**src/rtl/gamepad_pmod_rx.sv**
```systemverilog
`default_nettype none
// ============================================================================
// Module      : gamepad_pmod_rx
// Description : Gamepad PMOD serial receiver. Synchronises latch/clock/data,
//               shifts in one frame, checks its length and reports presence.
// Revision    : 1.0 - initial release
// ============================================================================
module gamepad_pmod_rx #(
    parameter int SYNC_STAGES = 2,
    parameter int NUM_BITS    = 24,
    parameter int TIMEOUT_W   = 21
) (
    input  logic                clk,
    input  logic                rst_n,
    input  logic                pmod_latch,
    input  logic                pmod_clk,
    input  logic                pmod_data,
    output logic [NUM_BITS-1:0] buttons,
    output logic                valid,
    output logic                present,
    output logic                frame_err
);

    localparam int                     c_CNT_W    = $clog2(NUM_BITS + 2);
    localparam logic [c_CNT_W-1:0]     c_CNT_FULL = c_CNT_W'(NUM_BITS);
    localparam logic [c_CNT_W-1:0]     c_CNT_SAT  = c_CNT_W'(NUM_BITS + 1);
    localparam logic [c_CNT_W-1:0]     c_CNT_ONE  = c_CNT_W'(1);
    localparam logic [TIMEOUT_W-1:0]   c_WD_MAX   = '1;
    localparam logic [TIMEOUT_W-1:0]   c_WD_ONE   = TIMEOUT_W'(1);

    logic [SYNC_STAGES-1:0] r_sync_latch;
    logic [SYNC_STAGES-1:0] r_sync_clk;
    logic [SYNC_STAGES-1:0] r_sync_data;
    logic                   r_prev_latch;
    logic                   r_prev_clk;
    logic                   r_ev_latch;
    logic                   r_ev_clk;
    logic                   r_ev_data;

    logic [NUM_BITS-1:0]    r_shift;
    logic [c_CNT_W-1:0]     r_bit_cnt;
    logic [TIMEOUT_W-1:0]   r_wd;
    logic [NUM_BITS-1:0]    r_buttons;
    logic                   r_valid;
    logic                   r_present;
    logic                   r_frame_err;

    logic                   w_sync_latch;
    logic                   w_sync_clk;
    logic                   w_sync_data;
    logic                   w_frame_full;
    logic                   w_no_ctrl;
    logic                   w_wd_hit;

    assign w_sync_latch = r_sync_latch[SYNC_STAGES-1];
    assign w_sync_clk   = r_sync_clk[SYNC_STAGES-1];
    assign w_sync_data  = r_sync_data[SYNC_STAGES-1];

    // Edges are registered once more so the frame logic sees clean one-cycle events
    always_ff @(posedge clk or negedge rst_n) begin
        if (!rst_n) begin
            r_sync_latch <= '0;
            r_sync_clk   <= '0;
            r_sync_data  <= '0;
            r_prev_latch <= 1'b0;
            r_prev_clk   <= 1'b0;
            r_ev_latch   <= 1'b0;
            r_ev_clk     <= 1'b0;
            r_ev_data    <= 1'b0;
        end else begin
            r_sync_latch <= {r_sync_latch[SYNC_STAGES-2:0], pmod_latch};
            r_sync_clk   <= {r_sync_clk[SYNC_STAGES-2:0], pmod_clk};
            r_sync_data  <= {r_sync_data[SYNC_STAGES-2:0], pmod_data};
            r_prev_latch <= w_sync_latch;
            r_prev_clk   <= w_sync_clk;
            r_ev_latch   <= w_sync_latch & ~r_prev_latch;
            r_ev_clk     <= w_sync_clk & ~r_prev_clk;
            r_ev_data    <= w_sync_data;
        end
    end

    assign w_frame_full = (r_bit_cnt == c_CNT_FULL);
    assign w_no_ctrl    = &r_shift;
    assign w_wd_hit     = !r_ev_latch && (r_wd == c_WD_MAX - c_WD_ONE);

    // A latch event takes priority; a coincident bit clock is dropped
    always_ff @(posedge clk or negedge rst_n) begin
        if (!rst_n) begin
            r_shift     <= '0;
            r_bit_cnt   <= '0;
            r_wd        <= '0;
            r_buttons   <= '0;
            r_valid     <= 1'b0;
            r_present   <= 1'b0;
            r_frame_err <= 1'b0;
        end else begin
            r_valid     <= 1'b0;
            r_frame_err <= 1'b0;
            if (r_ev_latch) begin
                r_bit_cnt <= '0;
                if (w_frame_full) begin
                    r_valid <= 1'b1;
                    r_wd    <= '0;
                    if (w_no_ctrl) begin
                        r_buttons <= '0;
                        r_present <= 1'b0;
                    end else begin
                        r_buttons <= r_shift;
                        r_present <= 1'b1;
                    end
                end else begin
                    r_frame_err <= 1'b1;
                end
            end else begin
                if (r_ev_clk) begin
                    r_shift <= {r_shift[NUM_BITS-2:0], r_ev_data};
                    if (r_bit_cnt != c_CNT_SAT) begin
                        r_bit_cnt <= r_bit_cnt + c_CNT_ONE;
                    end
                end
                if (r_wd != c_WD_MAX) begin
                    r_wd <= r_wd + c_WD_ONE;
                end
                if (w_wd_hit) begin
                    r_present <= 1'b0;
                    r_buttons <= '0;
                end
            end
        end
    end

    assign buttons   = r_buttons;
    assign valid     = r_valid;
    assign present   = r_present;
    assign frame_err = r_frame_err;

endmodule
`default_nettype wire

```
**config.mk**
```make
export PLATFORM = sky130hd
export DESIGN_NAME = gamepad_pmod_rx
export DESIGN_NICKNAME = d
export VERILOG_FILES = /design/src/rtl/gamepad_pmod_rx.sv
export SDC_FILE = /design/constraint.sdc
export NUM_CORES = 1
export LEC_CHECK = 0
export CAP_MARGIN = 20
export CORE_ASPECT_RATIO = 1.25
export CORE_MARGIN = 1
export CORE_UTILIZATION = 45
export DETAILED_ROUTE_END_ITERATION = 12
export DONT_BUFFER_PORTS = 1
export GPL_TIMING_DRIVEN = 0
export HOLD_SLACK_MARGIN = 0.05
export PLACE_DENSITY = 0.57
export SYNTH_ARGS = -nofsm -noshare
export SYNTH_HDL_FRONTEND = slang
export SYNTH_SLANG_ARGS = --single-unit
```
**constraint.sdc**
```tcl
create_clock -name clk -period 2.8 [get_ports clk]
set_clock_uncertainty 0.2 [all_clocks]
set_input_delay 0.28 -clock clk [delete_from_list [all_inputs] [get_ports clk]]
set_output_delay 0.28 -clock clk [all_outputs]
set_load 0.02 [all_outputs]
```
After elaboration in Yosys (flattened, before gate mapping)
Cells that the tools add are included.

storage, ports and cells
  logic and storage cells = 56
  bits of input ports = 5
  flip-flop bits (word level) = 88
  output and inout port bits = 27

cells by class
  mux-type cells = 18
  reduce and logical (&&, ||, !) cells = 11
  bitwise operators = 5
  add/sub/neg operators = 2
  eq/ne operators = 5

operator list
  cell                                                                      number
  24-bit two-way mux                                                        4
  21-bit two-way mux                                                        3
  24-bit AND reduction                                                      1
  21-bit by 1-bit adder with 21-bit output (second input constant)          1
  21-bit equality test (second input constant)                              1
  21-bit inequality test (second input constant)                            1
  5-bit two-way mux                                                         3
  1-bit two-way mux                                                         8
  2-bit AND reduction                                                       4
  2-bit nonzero test                                                        4
  5-bit by 1-bit adder with 5-bit output (second input constant)            1
  5-bit equality test (second input constant)                               1
  5-bit inequality test (second input constant)                             1
  1-bit inverter                                                            3
  1-bit bitwise AND                                                         2
  2-bit by 1-bit inequality test with 1-bit output (second input constant)  1
  1-bit logical AND                                                         1
  1-bit zero test                                                           1

Depth between registers and ports, before layout
Gate-level depths: netlist (run 1).

  depth after elaboration = 4
  gate-level depth with buffers = 9
  mapped depth without buffers = 8

Least setup slack after synthesis (run 1)
No wires, ideal clock.

  path kind = reg2reg
  start = register r_bit_cnt[0]
  end = register r_wd[18]
  stages on the path, launching flop included = 8
  clock period less this slack = 2.000 ns
  data required time = 2.522 ns
  arrival = 1.722 ns
  buffers on the path = 0
  setup time = 0.078 ns
  slack = 0.800 ns
  cell sequence = dfrtp_1 > inv_1 > ha_1 > nand4b_2 > a2111oi_4 > nand3_2 > or3_1 > a21oi_1

on the way
  cells in the longest elaborated chain, start to end = 3

ends and longest elaborated chain
  element                                                     line  source
  start: declaration                                          41    logic [c_CNT_W-1:0] r_bit_cnt;
  start signal: assignment                                    118   r_bit_cnt <= r_bit_cnt + c_CNT_ONE;
  5-bit equality test                                         82    assign w_frame_full = (r_bit_cnt == c_CNT_FULL);
  2-bit by 1-bit inequality test with 1-bit output (no line)  -
  2-bit AND reduction (no line)                               -
  end signal: assignment                                      122   r_wd <= r_wd + c_WD_ONE;
  end: declaration                                            42    logic [TIMEOUT_W-1:0] r_wd;

Every way passes these cells.
A chain may end at the register's enable or synchronous reset.

Worst setup path in the final report (run 1)
  start = register r_bit_cnt[0]
  end = register r_buttons[12], in the netlist buttons[12]

on the way
  cells in the longest elaborated chain, start to end = 3

ends and longest elaborated chain
  element                                                     line  source
  5-bit equality test                                         82
  2-bit by 1-bit inequality test with 1-bit output (no line)  -
  2-bit AND reduction (no line)                               -
  end signal: assignment                                      108   r_buttons <= r_shift;
  end: declaration                                            43    logic [NUM_BITS-1:0] r_buttons;

Every way passes these cells.

==> impl_metrics.json, run 1 <==
{
  "outcome": "completed",
  "syn_area_per_cell_um2": 12.6,
  "placement_rows": 36,
  "clk_path_buf_depth": 2,
  "seqPwrFrac": 0.587,
  "instances_no_fill": 409,
  "grt_usage": 0.184,
  "fin_crit_sh": 0.855,
  "initial_core_util": 0.469,
  "p_comb_frac": 0.104,
  "grt_overflow": 0,
  "grt_pass1_vias": 2372,
  "setup_viol": 0,
  "antenna_found_initial": 0,
  "arrival_ns": 2.48,
  "design.core.area_um2": 7880,
  "synth_nets": 303,
  "cts_hold_buffers": 5,
  "p_switching_w": 0.000872,
  "ys_types": 50,
  "met3_usage": 0.0333,
  "clock_sinks": 88,
  "internal_power_w": 0.00207,
  "grt_util_met1": 0.242,
  "slew_headroom": 0.647,
  "irDropWorstVdd_mv": 0.410,
  "critPathCaptureType": "flop",
  "dp_cells": 388,
  "multi_input_area_um2": 1420,
  "cts_tree": "yes",
  "clkSlewWorstSetupHoldPaths_ns": 0.10,
  "postCtsSetupBuffers": 0,
  "synth_seq_cells": 88,
  "die-area_um2": 8590,
  "min_period_ns": 2.39,
  "rsz0062_at_grt": "no",
  "max_freq_mhz": 418,
  "fillers": 674,
  "slew_violations": 0,
  "gp_congestion": 0.781,
  "worstSetupPathType": "reg -> reg",
  "leakagePower_nw": 1.85,
  "antenna_cells": 0,
  "cp.required_ns": 2.88,
  "firstDrtPassIters": 4,
  "postCtsResizedCells": 0,
  "postSynthCellCount": 293,
  "layout-drive-gt1-share": 0.204,
  "routed_wl_um": 7210,
  "clk_latency_ns": 0.35,
  "crit_fanout": 10,
  "top_usage_layer": "met2",
  "finalSetupTns_ns": 0,
  "antenna_left": 0,
  "cts_made_buffers": 9,
  "drc": 0,
  "routedWlPerCell_um": 17.6,
  "maxCapViolations": 0,
  "regArea_um2": 2200,
  "syn_to_final_growth_pct": 10.6,
  "avgViaCountPerCell": 5.71,
  "hold_path.class": "reg -> reg",
  "ys_warn_count": 0,
  "met2_usage": 0.303,
  "drt-initial-drc-count": 116,
  "synth.cell_area_um2": 3700,
  "grt_max_degree": 89,
  "cellPowerDensity_nw_per_um2": 719,
  "htreeDepth": 3,
  "worstMarginPinSlew_ns": 0.530,
  "die_y_um": 103,
  "io_buffer_count": 0,
  "grt_pass1_wl_um": 12300,
  "start_kind": "flop",
  "cts-root-buf": "clkbuf_8",
  "nets": 319,
  "die_w_um": 83.1,
  "p_sw_frac": 0.296,
  "via_count": 2336,
  "io_pins": 32,
  "seq_area_frac_synth": 0.595,
  "clock_power_share": 0.308,
  "hold_viol_final": 0,
  "dp_hpwl_um": 4620
}
-- metal layers --
layer	part of all wire	vias up	wire [um]
met5	0	-	0
met2	0.49	30	3540
li1	-	1123	-
met4	0.014	0	103
met1	0.47	1175	3360
met3	0.028	8	204
-- worst paths after layout --
check / start / end / slack, ns / depth (start not counted)
worst max-delay path: r_bit_cnt[0] / buttons[12] / 0.41 / 9
worst min-delay path: r_sync_data[0] / r_sync_data[1] / 0.15 / 0
worst max register to register: r_bit_cnt[0] / buttons[12] / 0.41 / 9
worst min register to register: r_sync_data[0] / r_sync_data[1] / 0.15 / 0
max in group asynchronous: rst_n / buttons[12] / 1.77 / 2
min in group asynchronous: rst_n / r_bit_cnt[3] / 0.29 / 2
-- area by class of cell --
cell class                 instances  share of cell area
buffer                             9              0.0116
clock buffer                      11              0.0346
clock inverter                     5              0.0156
inverter                           7             0.00642
multi-input combinational        189               0.348
sequential                        88               0.538
tap                               95              0.0291
timing repair buffer               5              0.0165
-- cell families after synthesis --
| group | count (synthesis) | share of synthesized area |
|---|---|---|
| compound gates | 57 | 0.120 |
| xor+xnor | 10 | 0.0237 |
| fa+ha+maj | 5 | 0.0169 |
| buf+inv | 16 | 0.0200 |
| flops | 88 | 0.595 |
| mux | 26 | 0.0785 |
| simple gates | 91 | 0.145 |
-- Yosys cell counts, drive strengths merged --
library cell / count / share of area
a21oi: 8 / 0.012
and4: 3 / 0.0074
a311oi: 3 / 0.0071
o21ai: 12 / 0.017
a22o: 24 / 0.057
a41oi: 1 / 0.0024
nor4: 2 / 0.0074
dfrtp: 88 / 0.60
nor3: 2 / 0.0041
inv: 7 / 0.0071
or2: 3 / 0.0051
nand2: 24 / 0.026
or4: 2 / 0.0041
mux2i: 2 / 0.0054
buf: 8 / 0.012
clkbuf: 1 / 0.0010
nor2b: 2 / 0.0034
xnor2: 2 / 0.0047
o31ai: 1 / 0.0020
nor2: 12 / 0.014
a21o: 1 / 0.0020
o21a: 1 / 0.0020
a31oi: 2 / 0.0051
nand4b: 2 / 0.0064
and3: 2 / 0.0034
mux2: 24 / 0.073
o211ai: 2 / 0.0041
a2111oi: 1 / 0.0074
xor2: 8 / 0.019
nand4: 17 / 0.033
or3: 5 / 0.0085
ha: 5 / 0.017
and3b: 1 / 0.0024
nand3: 14 / 0.020
o311ai: 1 / 0.0024
-- power groups by stage --
stage	registers [W]	clock network (W)	logic (W)
2_1_floorplan	0.00169	0	0.000237
3_3_place_gp	0.00175	0	0.000267
3_5_place_dp	0.00175	0	0.000275
4_1_cts	0.00173	0.000931	0.000314
5_1_grt	0.00176	0.000991	0.000350
6_report	0.00173	0.000907	0.000307
-- metrics by stage --
step / utilization / power, W / setup slack [ns] / area, um2 / hold WS (ns)
6_report: 0.519 / 0.00294 / 0.406 / 4090 / 0.153
3_5_place_dp: 0.484 / 0.00203 / 0.397 / 3820 / -0.213
4_1_cts: 0.519 / 0.00298 / 0.353 / 4090 / 0.156
3_3_place_gp: 0.484 / 0.00202 / 0.397 / 3820 / -0.213
5_1_grt: 0.519 / 0.00310 / 0.196 / 4090 / 0.162
2_1_floorplan: - / 0.00193 / 0.800 / 3700 / -0.216
-- cells in the final DEF (no fill, tap or decap), types with 6 or more instances in the layout --
master     n
a21oi_1    7
a22o_1    24
clkbuf_8  10
dfrtp_1   88
inv_1      6
mux2_2    24
nand2_1   22
nand3_1   13
nand4_1   16
nor2_1    11
o21ai_0    7
xor2_1     8
-- worst max-delay path, stage by stage (launching register included) --
cell and delay, ns:
dfrtp_1 0.40, inv_1 0.09, ha_1 0.21, nand4b_2 0.15, nand2_2 0.17, nand2_2 0.21
inv_2 0.12, a31oi_2 0.37, buf_4 0.26, a22o_1 0.14
-- flip-flops by register name, summed over array words and instances, names as in the netlist, 2 cells and up --
| register | flops |
|---|---|
| buttons | 24 |
| r_bit_cnt | 5 |
| r_shift | 24 |
| r_sync_clk | 2 |
| r_sync_data | 2 |
| r_sync_latch | 2 |
| r_wd | 21 |
Power figures use the tool's default switching activity.
==> run 2: changes to the inputs <==
Settings changed: PLACE_DENSITY 0.57 to not set.
==> run 2 against run 1 <==
Register-to-register slack hardly changed. Power is 1.3% lower. Final area is 0.31% lower. Wire length is 3.0% lower. Clock power is 3.6% lower. Critical path type unchanged.
==> impl_metrics.json, run 2 (synthesized netlist as in run 1, its figures left out) <==
{
  "outcome": "completed",
  "dp_cells": 388,
  "rsz0062_at_grt": "no",
  "placement_rows": 36,
  "min_period_ns": 2.41,
  "hold_path_end": "r_sync_data[1]",
  "antenna_found_initial": 0,
  "routedWlPerCell_um": 17.1,
  "htreeDepth": 3,
  "layout-drive-gt1-share": 0.204,
  "multi_input_area_um2": 1420,
  "timing.rr.start": "r_bit_cnt[0]",
  "drt-initial-drc-count": 81,
  "syn_to_final_growth_pct": 10.3,
  "regArea_um2": 2200,
  "gp_congestion": 0.821,
  "grt_overflow": 0,
  "r2r-end": "buttons[15]",
  "crit_top_cell": "nand2_2",
  "dp_hpwl_um": 4550,
  "instances_no_fill": 408,
  "hold_path_depth": 0,
  "crit_chain": "inv_1 > ha_1 > nand4b_2 > nand2_2 > nand2_2 > inv_2 > a31oi_2 > buf_4 > a22o_1",
  "clkSlewWorstSetupHoldPaths_ns": 0.08,
  "setup_viol": 0,
  "cellPowerDensity_nw_per_um2": 712,
  "grt_pass1_vias": 2418,
  "io_buffer_count": 0,
  "io_pins": 32,
  "hold_path.class": "reg -> reg",
  "avgViaCountPerCell": 5.84,
  "clk_latency_ns": 0.35,
  "grt_pass1_wl_um": 12200,
  "cp.required_ns": 2.89,
  "grt_max_degree": 89,
  "postCtsResizedCells": 0,
  "cp_slowest_stage_delay_ns": 0.40,
  "place_area_um2": 3820,
  "design.core.area_um2": 7880,
  "leakagePower_nw": 1.83,
  "worstSetupPathType": "reg -> reg",
  "layout_common_cells": "88 x dfrtp_1, 24 x a22o_1, 24 x mux2_2",
  "nets": 319,
  "cts_tree": "yes",
  "design_area_um2": 4080,
  "via_count": 2383,
  "die_y_um": 103,
  "fin_crit_sh": 0.859,
  "fillers": 676,
  "drc": 0,
  "cts-root-buf": "clkbuf_8",
  "worstMarginPinSlew_ns": 0.524,
  "irDropWorstVdd_mv": 0.374,
  "slew_violations": 0,
  "reg2reg_slack_ns": 0.39,
  "firstDrtPassIters": 4,
  "max_freq_mhz": 416,
  "grt_usage": 0.182,
  "die-area_um2": 8590,
  "rr_worst_depth": 9,
  "clock_sinks": 88,
  "critPathCaptureType": "flop",
  "crit_fanout": 10,
  "arrival_ns": 2.50,
  "maxCapViolations": 0,
  "final_common_cell": "dfrtp_1",
  "min-delay-start": "r_sync_data[0]",
  "pre_cts_slack_ns": 0.402,
  "holdWs_ns": 0.153,
  "cts_made_buffers": 9,
  "fin_ws_ns": 0.394,
  "routed_wl_um": 6990,
  "hold_viol_final": 0,
  "slew_headroom": 0.650,
  "antenna_cells": 0,
  "initial_core_util": 0.469,
  "start_kind": "flop",
  "die_w_um": 83.1,
  "clk_path_buf_depth": 2,
  "antenna_left": 0,
  "worst_path_max_delay_cell": "dfrtp_1",
  "finalSetupTns_ns": 0
}
-- run 2: repair_timing --
action	CTS	global route
hold buffers	5	0
hold endpoints to repair	91	0
endpoints found under the setup margin	0	0
setup buffers	0	0
-- run 2: worst max path at each step --
stage / start / slack [ns] / endpoint / cells after the start
2_1_floorplan: r_bit_cnt[0] / 0.80 / r_wd[18] / 7
3_3_place_gp: r_bit_cnt[0] / 0.43 / buttons[19] / 9
3_5_place_dp: r_bit_cnt[0] / 0.40 / buttons[5] / 9
4_1_cts: r_bit_cnt[0] / 0.37 / buttons[11] / 9
5_1_grt: r_bit_cnt[0] / 0.18 / buttons[14] / 9
6_report: r_bit_cnt[0] / 0.39 / buttons[15] / 9
-- run 2: critical path, delay by kind of cell (launching register included) --
kind	cells	cell delay (ns)
flip-flops	1	0.40
AO/OA/AOI/OAI	2	0.53
buffers and inverters	3	0.46
AND/OR/NAND/NOR	3	0.53
adder cells (fa/ha/maj)	1	0.22
-- run 2: per-stage QoR --
step	util	power (W)
finish	0.517	0.00290
global route	0.517	0.00306
CTS	0.517	0.00294
detailed placement	0.484	0.00203
global placement	0.484	0.00202
floorplan	-	0.00193
-- run 2: cell type report --
| class | instances | share of cell area |
|---|---|---|
| clock inverter | 6 | 0.0169 |
| sequential | 88 | 0.540 |
| timing repair buffer | 5 | 0.0166 |
| clock buffer | 9 | 0.0304 |
| multi-input combinational | 189 | 0.349 |
| inverter | 7 | 0.00644 |
| buffer | 9 | 0.0117 |
| tap | 95 | 0.0292 |
-- run 2: report_power, final --
group          switching, W  total (W)  internal [W]
Combinational      0.000136   0.000305      0.000168
Clock              0.000464   0.000874      0.000410
Sequential         0.000268    0.00172       0.00146
Total              0.000868    0.00290       0.00204
-- run 2: metal layers --
layer,wire (um),global-route usage,vias up,part of all wire
met1,3220,0.234,1210,0.46
met2,3420,0.300,37,0.49
li1,-,-,1125,-
met3,228,0.0460,11,0.033
met4,120,0.0716,0,0.017
met5,0,0,-,0
